File: src/rtl/fetch_sequencer_if.sv
// Fetch-side bus bundle: instruction-memory request/ready and decode valid/ack.
// No logic of its own; latency is set entirely by the sequencer.
// Backpressure: memory stalls via imem_ready, decode stalls via instr_ack.
interface fetch_sequencer_if;
    logic        imem_req;
    logic [31:0] imem_addr;
    logic        imem_ready;
    logic [31:0] imem_rdata;
    logic [31:0] instr_out;
    logic        instr_valid;
    logic        instr_ack;
    logic        branch;
    logic        equal;
    logic [15:0] branch_offset;

    // Sequencer side.
    modport master (
        output imem_req, imem_addr, instr_out, instr_valid,
        input  imem_ready, imem_rdata, instr_ack, branch, equal, branch_offset
    );

    // Memory and decode side.
    modport slave (
        input  imem_req, imem_addr, instr_out, instr_valid,
        output imem_ready, imem_rdata, instr_ack, branch, equal, branch_offset
    );
endinterface

File: src/rtl/fetch_sequencer.sv
// Fetch controller owning the PC: IDLE -> REQ -> ISSUE -> REQ/HALT, optional FETCH_STATS_EN counters.
// Latency: at least 1 cycle REQ->ISSUE; next PC is computed in the ack cycle.
// Backpressure: waits in REQ for imem_ready (timeout to HALT), holds instr_out in ISSUE until instr_ack.
module fetch_sequencer #(
    parameter logic [31:0] RESET_PC = 32'h0000_0000,
    parameter int          TIMEOUT  = 16
) (
    input  logic               clk,
    input  logic               reset,
    input  logic               start,
    input  logic               halt_req,
    fetch_sequencer_if.master  bus,
    output logic [31:0]        pc,
    output logic               halted,
    output logic               timeout_err
`ifdef FETCH_STATS_EN
    ,
    output logic [31:0]        fetch_cnt,
    output logic [31:0]        taken_cnt
`endif
);

    typedef enum logic [1:0] {S_IDLE, S_REQ, S_ISSUE, S_HALT} state_t;

    // Counter is 8 bits because TIMEOUT is limited to 1..255.
    localparam logic [7:0] WAIT_LAST = 8'(TIMEOUT - 1);

    state_t      state;
    logic [7:0]  wait_cnt;
    logic [31:0] instr_q;
    logic [31:0] pc_seq;
    logic [31:0] br_target;
    logic        br_taken;

    // Handshake outputs decode straight from state so reset clears them immediately.
    assign bus.imem_req    = (state == S_REQ);
    assign bus.instr_valid = (state == S_ISSUE);
    assign halted          = (state == S_HALT);
    assign bus.imem_addr   = pc;
    assign bus.instr_out   = instr_q;

    // Word offset is sign-extended and scaled to bytes; all sums wrap modulo 2^32.
    assign pc_seq    = pc + 32'd4;
    assign br_target = pc_seq + {{14{bus.branch_offset[15]}}, bus.branch_offset, 2'b00};
    assign br_taken  = bus.branch & bus.equal;

    // Main sequencer: state, PC, captured instruction, memory wait counter, sticky timeout.
    always_ff @(posedge clk or posedge reset) begin
        if (reset) begin
            state       <= S_IDLE;
            pc          <= RESET_PC;
            instr_q     <= '0;
            timeout_err <= 1'b0;
            wait_cnt    <= '0;
        end else begin
            case (state)
                S_IDLE: begin
                    if (start) state <= S_REQ;
                end
                S_REQ: begin
                    if (bus.imem_ready) begin
                        instr_q  <= bus.imem_rdata;
                        wait_cnt <= '0;
                        state    <= S_ISSUE;
                    end else if (wait_cnt == WAIT_LAST) begin
                        // Request abandoned; pc keeps the address so start retries it.
                        timeout_err <= 1'b1;
                        wait_cnt    <= '0;
                        state       <= S_HALT;
                    end else begin
                        wait_cnt <= wait_cnt + 8'd1;
                    end
                end
                S_ISSUE: begin
                    if (bus.instr_ack) begin
                        pc    <= br_taken ? br_target : pc_seq;
                        state <= halt_req ? S_HALT : S_REQ;
                    end
                end
                S_HALT: begin
                    if (start) state <= S_REQ;
                end
                default: state <= S_IDLE;
            endcase
        end
    end

`ifdef FETCH_STATS_EN
    // Free-running statistics; only reset clears them, HALT does not.
    always_ff @(posedge clk or posedge reset) begin
        if (reset) begin
            fetch_cnt <= '0;
            taken_cnt <= '0;
        end else begin
            if (state == S_REQ && bus.imem_ready)
                fetch_cnt <= fetch_cnt + 32'd1;
            if (state == S_ISSUE && bus.instr_ack && br_taken)
                taken_cnt <= taken_cnt + 32'd1;
        end
    end
`endif

endmodule

File: src/flat_wrapper.sv
// flat-port wrapper written by rule: the top's interface ports become plain ports
module fetch_sequencer_flat 
#(
    parameter logic [31:0] RESET_PC = 32'h0000_0000,
    parameter int          TIMEOUT  = 16
)
  (clk, reset, start, halt_req, pc, halted, timeout_err, bus_imem_req, bus_imem_addr, bus_instr_out, bus_instr_valid, bus_imem_ready, bus_imem_rdata, bus_instr_ack, bus_branch, bus_equal, bus_branch_offset);
  fetch_sequencer_if bus_i ();
  input  logic clk;
  input  logic reset;
  input  logic start;
  input  logic halt_req;
  output logic [31:0] pc;
  output logic halted;
  output logic timeout_err;
  output wire logic [$bits(bus_i.imem_req)-1:0] bus_imem_req;
  output wire logic [$bits(bus_i.imem_addr)-1:0] bus_imem_addr;
  output wire logic [$bits(bus_i.instr_out)-1:0] bus_instr_out;
  output wire logic [$bits(bus_i.instr_valid)-1:0] bus_instr_valid;
  input wire logic [$bits(bus_i.imem_ready)-1:0] bus_imem_ready;
  input wire logic [$bits(bus_i.imem_rdata)-1:0] bus_imem_rdata;
  input wire logic [$bits(bus_i.instr_ack)-1:0] bus_instr_ack;
  input wire logic [$bits(bus_i.branch)-1:0] bus_branch;
  input wire logic [$bits(bus_i.equal)-1:0] bus_equal;
  input wire logic [$bits(bus_i.branch_offset)-1:0] bus_branch_offset;
  assign bus_imem_req = bus_i.imem_req;
  assign bus_imem_addr = bus_i.imem_addr;
  assign bus_instr_out = bus_i.instr_out;
  assign bus_instr_valid = bus_i.instr_valid;
  assign bus_i.imem_ready = bus_imem_ready;
  assign bus_i.imem_rdata = bus_imem_rdata;
  assign bus_i.instr_ack = bus_instr_ack;
  assign bus_i.branch = bus_branch;
  assign bus_i.equal = bus_equal;
  assign bus_i.branch_offset = bus_branch_offset;
  fetch_sequencer #(.RESET_PC(RESET_PC), .TIMEOUT(TIMEOUT)) u_core (.clk(clk), .reset(reset), .start(start), .halt_req(halt_req), .bus(bus_i), .pc(pc), .halted(halted), .timeout_err(timeout_err));
endmodule
File: config.mk
export PLATFORM = sky130hd
export DESIGN_NAME = fetch_sequencer_flat
export DESIGN_NICKNAME = d
export VERILOG_FILES = /design/src/rtl/fetch_sequencer_if.sv /design/src/rtl/fetch_sequencer.sv /design/src/flat_wrapper.sv
export SDC_FILE = /design/constraint.sdc
export NUM_CORES = 1
export LEC_CHECK = 0
export CAP_MARGIN = 25
export CORE_MARGIN = 4
export CORE_UTILIZATION = 54
export CTS_CLUSTER_DIAMETER = 60
export CTS_CLUSTER_SIZE = 24
export DETAILED_ROUTE_END_ITERATION = 16
export PLACE_DENSITY_LB_ADDON = 0.15
export SETUP_SLACK_MARGIN = 0.3
export SYNTH_ARGS = -nofsm -noshare
export SYNTH_HDL_FRONTEND = slang
export SYNTH_SLANG_ARGS = --single-unit
File: constraint.sdc
create_clock -name clk -period 5.6 [get_ports clk]
set_input_delay 1.12 -clock clk [delete_from_list [all_inputs] [get_ports clk]]
set_output_delay 1.12 -clock clk [all_outputs]
set_load 0.02 [all_outputs]
# Word-level counts from Yosys, hierarchy flattened
# Cells that the tools add are included.
classes:
  add_sub_neg: 3
  eq_ne: 7
  mux: 9
  n_bitwise: 2
  reduce_logical: 6
ops:
  columns: ["cell", "count"]
  rows:
  - ["32-bit by 3-bit adder with 32-bit output, second input constant", 1]
  - ["32-bit adder", 1]
  - ["32-bit two-way mux", 1]
  - ["8-bit two-way mux", 2]
  - ["2-bit two-way mux", 5]
  - ["8-bit by 1-bit adder with 8-bit output, second input constant", 1]
  - ["8-bit by 4-bit == test with 1-bit output, second input constant", 1]
  - ["2-bit one-hot mux with 3 select lines", 1]
  - ["3-bit AND reduction", 2]
  - ["2-bit == test, second input constant", 2]
  - ["2-bit by 1-bit inequality test with 1-bit output, second input constant", 2]
  - ["2-bit AND reduction", 2]
  - ["3-bit by 1-bit inequality test with 1-bit output, second input constant", 1]
  - ["2-bit by 1-bit == test with 1-bit output, second input constant", 1]
  - ["2-bit logical NOT", 1]
  - ["2-bit OR reduction", 1]
  - ["1-bit AND", 1]
  - ["1-bit inverter", 1]
word_totals:
  ff_bits: 75
  inputBits: 56
  word_cells: 32

# Depth between registers and ports, before layout
depth:
  ltp_word: 4
  depth_mapped: 19
  ltp_nobuf: 18

# Worst setup path before layout
# Ideal clock, no wire load.
synth_timing:
  path_kind: "flip-flop to flip-flop"
  startpoint: "register u_core.pc[6] (netlist: u_core.bus.imem_addr[6])"
  endpoint: "register u_core.pc[31] (netlist: u_core.bus.imem_addr[31])"
  setup_time_ns: 0.080
  t_arrival_ns: 3.919
  t_required_ns: 5.520
  slack_ns: 1.601
  path_stages_with_launch: 20
  period_less_slack_ns: 3.999
  cell_sequence: "dfrtp_1 and4_1 and2_2 nand3_2 or3_4 nor2_2 nand2_1 xnor2_1 ha_1 buf_2 a21oi_1 o21ai_1 nor2b_1 a2111oi_1 a31o_2 o211a_1 o211ai_1 xor2_1 nor2_1 xor2_1"
synth_via:
  elab_chain_len: 3
synth_lines:
  columns: ["element", "line", "source"]
  rows:
  - ["from (decl)", "fetch_sequencer.sv:13", "output logic [31:0] pc,"]
  - ["from (signal assigned)", "fetch_sequencer.sv:76", "pc <= br_taken ? br_target : pc_seq;"]
  - ["32-bit by 3-bit adder with 32-bit output (*)", "fetch_sequencer.sv:43", "assign pc_seq = pc + 32'd4;"]
  - ["32-bit adder", "fetch_sequencer.sv:44", "assign br_target = pc_seq + {{14{bus.branch_offset[15]}}, bus.branch_offset, 2'b00};"]
  - ["32-bit two-way mux (*)", "fetch_sequencer.sv:76", null]
# Mark *: on every way between the ends. The rest lies on a longest branch, timed or not.
# A chain may end at the register's enable or synchronous reset.

# Worst setup path after layout
layout_timing:
  startpoint: "register u_core.pc[4] (netlist: u_core.bus.imem_addr[4])"
  endpoint: "register u_core.pc[31] (netlist: u_core.bus.imem_addr[31])"
# Same word-level chain as after synthesis.

==> reports/metrics.yaml <==
critical_path:
  critPathKind: "reg -> reg"
  r2r_cells: 16
  crit_path_cell_trace: "and3_1 > and2_4 > nand2_4 > nor4_4 > and3_1 > xor2_1 > ha_1 > nor2b_1 > o21a_1 > a2111oi_1 > a31o_2 > o211a_1 > o211ai_1 > xor2_1 > nor2_1 > xor2_1"
  r2r_setup_slack_ns: 1.0
  start_kind: "flip-flop"
  worstPathRequired_ns: 5.87
  cp_max_fo: 9
  worstSetupPathDepth: 16
  path_delay_family: "simple AND/OR/NAND/NOR gates"
  worstPathArrival_ns: 4.87
  cp_slowest_cell: "nor4_4"
  rr_startpoint: "u_core.bus.imem_addr[4]$_DFFE_PP0P_"
  slowest_delay_ns: 0.56
  path_common_cell: "xor2_1"
  rr_endpoint: "u_core.bus.imem_addr[31]$_DFFE_PP0P_"
  path_buf_inv: 0
  end_kind: "flip-flop"
hold_path:
  min_to: "u_core.timeout_err$_DFFE_PP0P_"
  whs_path_depth: 1
  worstHoldPathType: "reg -> reg"
  worstHoldStart: "u_core.timeout_err$_DFFE_PP0P_"
floorplan:
  core_area_mm2: 0.0104
  initial_utilization: 0.559
  dieHeight_um: 112
  dieWidth_um: 112
  dieArea_mm2: 0.0125
  rows: 37
  io_pins: 156
power_and_ir_drop:
  max-vdd-ir-drop_mv: 0.277
  fin_total_pwr_mw: 4.38
  p_sw_mw: 2.00
  pwr-share-clk: 0.121
  p_leak_nw: 3.20
  p_comb_frac: 0.640
  power_density_mw_per_mm2: 588
  sw_frac_of_total: 0.457
  p_int_mw: 2.38
  seqPwrFrac: 0.240
global_route:
  grt_pass1_vias: 5141
  overflow: 0
  antenna_found_initial: 0
  grt_start_max_net_pins: 49
  grt_pass1_wl_um: 26900
  grtUsageTotal: 0.264
synthesis:
  synthArstFlopShare: 1.00
  yosysMostFrequentCell: "dfrtp_1"
  synth_area_mm2: 0.00580
  avgSynthCellArea_um2: 8.82
  synthFlopType: "dfrtp_1"
  ys_types: 72
  synth_edf_count: 0
  ys_warn_count: 0
  yosysTopAreaCell: "dfrtp_1"
  syn_inst: 657
  synthTopCellsByCount: "73 x dfrtp_1, 55 x nand2_1, 54 x a21oi_1, 53 x nor2_1, 42 x ha_1"
  seq_area_frac_synth: 0.315
  ys_seq_elements: 73
  synthTopCellsByArea: "dfrtp_1 32%, ha_1 9.1%, mux2_2 6.4%"
  yosysTopAreaCellShare: 0.315
timing:
  setup_tns_ns: 0
  drv_slew: 0
  rsz0062_at_grt: "no"
  finalHoldViolations: 0
  slew_headroom: 0.342
  tightest_slew_ns: 0.987
  fin_crit_ns: 4.60
  fmax_mhz: 217
  clock_skew_ns: 0.0124
  holdWs_ns: 0.504
  fin_crit_sh: 0.822
  finalSetupViolCount: 0
layout:
  final-seq-area_mm2: 0.00183
  num-fill-cells: 761
  antenna_cells: 0
  stdcell_area_mm2: 0.00745
  fin_nets: 868
  drive_gt1_frac: 0.106
  multi_input_area_mm2: 0.00353
  area_delta_synth_final_pct: 28.5
drt:
  num_vias: 5345
  drc: 0
  drtAntennaViolNets: 0
  firstDrtPassIters: 4
  drtIter0Drc: 295
  via_per_inst: 5.87
  wire_per_inst_um: 18.4
  wl_um: 16700
clock_network:
  cts_tree: "yes"
  clkTransAtPathRegs_ns: 0.09
  insertion_delay_ns: 0.36
  cts-root-buf: "clkbuf_8"
  cts_buffers: 9
  clk_path_buf_depth: 2
  cts_setup_buffers: 0
  cts.repair.resized: 0
  cts.sinks: 73
  htreeDepth: 3
  hold_buffers: 0
placed_design:
  numPortBuffers: 151
  dpl_cell_area_mm2: 0.00718
  hpwl_um: 12800
  routabilityCongestion: 0.945
run_status:
  status: "completed"
run:
  maxCapViolCount: 0
cell type report:
cell class,count,share of cell area
Sequential cell,73,0.245
Inverter,22,0.0111
Clock inverter,7,0.0166
Clock buffer,9,0.0166
Timing Repair Buffer,158,0.214
Multi-Input combinational cell,505,0.473
Tap cell,136,0.0228
registers in the layout, indices dropped and copies added (netlist names):
name                  cells
u_core.bus.instr_out     32
u_core.bus.imem_addr     30
u_core.wait_cnt           8
u_core.state              2
u_core.timeout_err        1
worst max path at each step:
stage                                         from                              endpoint
2_1_floorplan  u_core.bus.imem_addr[6]$_DFFE_PP0P_  u_core.bus.imem_addr[31]$_DFFE_PP0P_
3_3_place_gp   u_core.bus.imem_addr[4]$_DFFE_PP0P_  u_core.bus.imem_addr[31]$_DFFE_PP0P_
3_5_place_dp   u_core.bus.imem_addr[4]$_DFFE_PP0P_  u_core.bus.imem_addr[31]$_DFFE_PP0P_
4_1_cts        u_core.bus.imem_addr[4]$_DFFE_PP0P_  u_core.bus.imem_addr[31]$_DFFE_PP0P_
5_1_grt        u_core.bus.imem_addr[4]$_DFFE_PP0P_  u_core.bus.imem_addr[31]$_DFFE_PP0P_
6_report       u_core.bus.imem_addr[4]$_DFFE_PP0P_  u_core.bus.imem_addr[31]$_DFFE_PP0P_
metrics by stage:
step                instances  setup WS, ns  utilization
floorplan                 660          1.60            -
global placement          892          1.24        0.690
detailed placement        893          1.07        0.693
CTS                       909          1.02        0.716
global route              910         0.687        0.718
finish                    910         0.999        0.718
routing by layer:
layer | wire [um] | track usage | part of all wire
met1 | 7320 | 0.350 | 0.44
met2 | 8040 | 0.443 | 0.48
met3 | 1070 | 0.0446 | 0.064
met4 | 283 | 0.0860 | 0.017
met5 | 0 | 0 | 0
kinds of logic (layout without fill, tap and decap cells):
group | Yosys count | count (layout) | synth area share
AOI/OAI and AO/OA | 175 | 175 | 0.191
xor gates and xnor gates | 55 | 55 | 0.0844
adders and majority gates | 43 | 43 | 0.0941
buffers and inverters | 82 | 196 | 0.0786
DFF | 73 | 73 | 0.315
muxes | 34 | 34 | 0.0658
other | 1 | 4 | 0.000647
and+or+nand+nor | 194 | 194 | 0.171
layout by cell type (no fill, tap or decap), drive strengths merged, types with 5 or more instances in the layout:
cell	netlist	final
clkdlybuf4s50	0	151
dfrtp	73	73
nand2	59	59
a21oi	56	56
nor2	55	55
o21ai	43	43
ha	42	42
xnor2	34	34
mux2	33	33
nand3	25	25
inv	22	25
xor2	21	21
a21o	16	16
o22ai	13	13
nand4	13	13
nor3	10	10
clkbuf	17	9
and3	9	9
and2	7	7
buf	43	7
a22oi	6	6
a31oi	6	6
o21a	5	5
power by group through the flow:
stage / clock [mW] / sequential, mW / combinational, mW
floorplan: 0 / 1.24 / 1.66
global placement: 0 / 1.03 / 2.71
detailed placement: 0 / 1.05 / 2.77
CTS: 0.531 / 1.04 / 2.79
global route: 0.559 / 1.09 / 3.02
finish: 0.528 / 1.05 / 2.80
No activity file was read; power rests on OpenSTA's default activity.
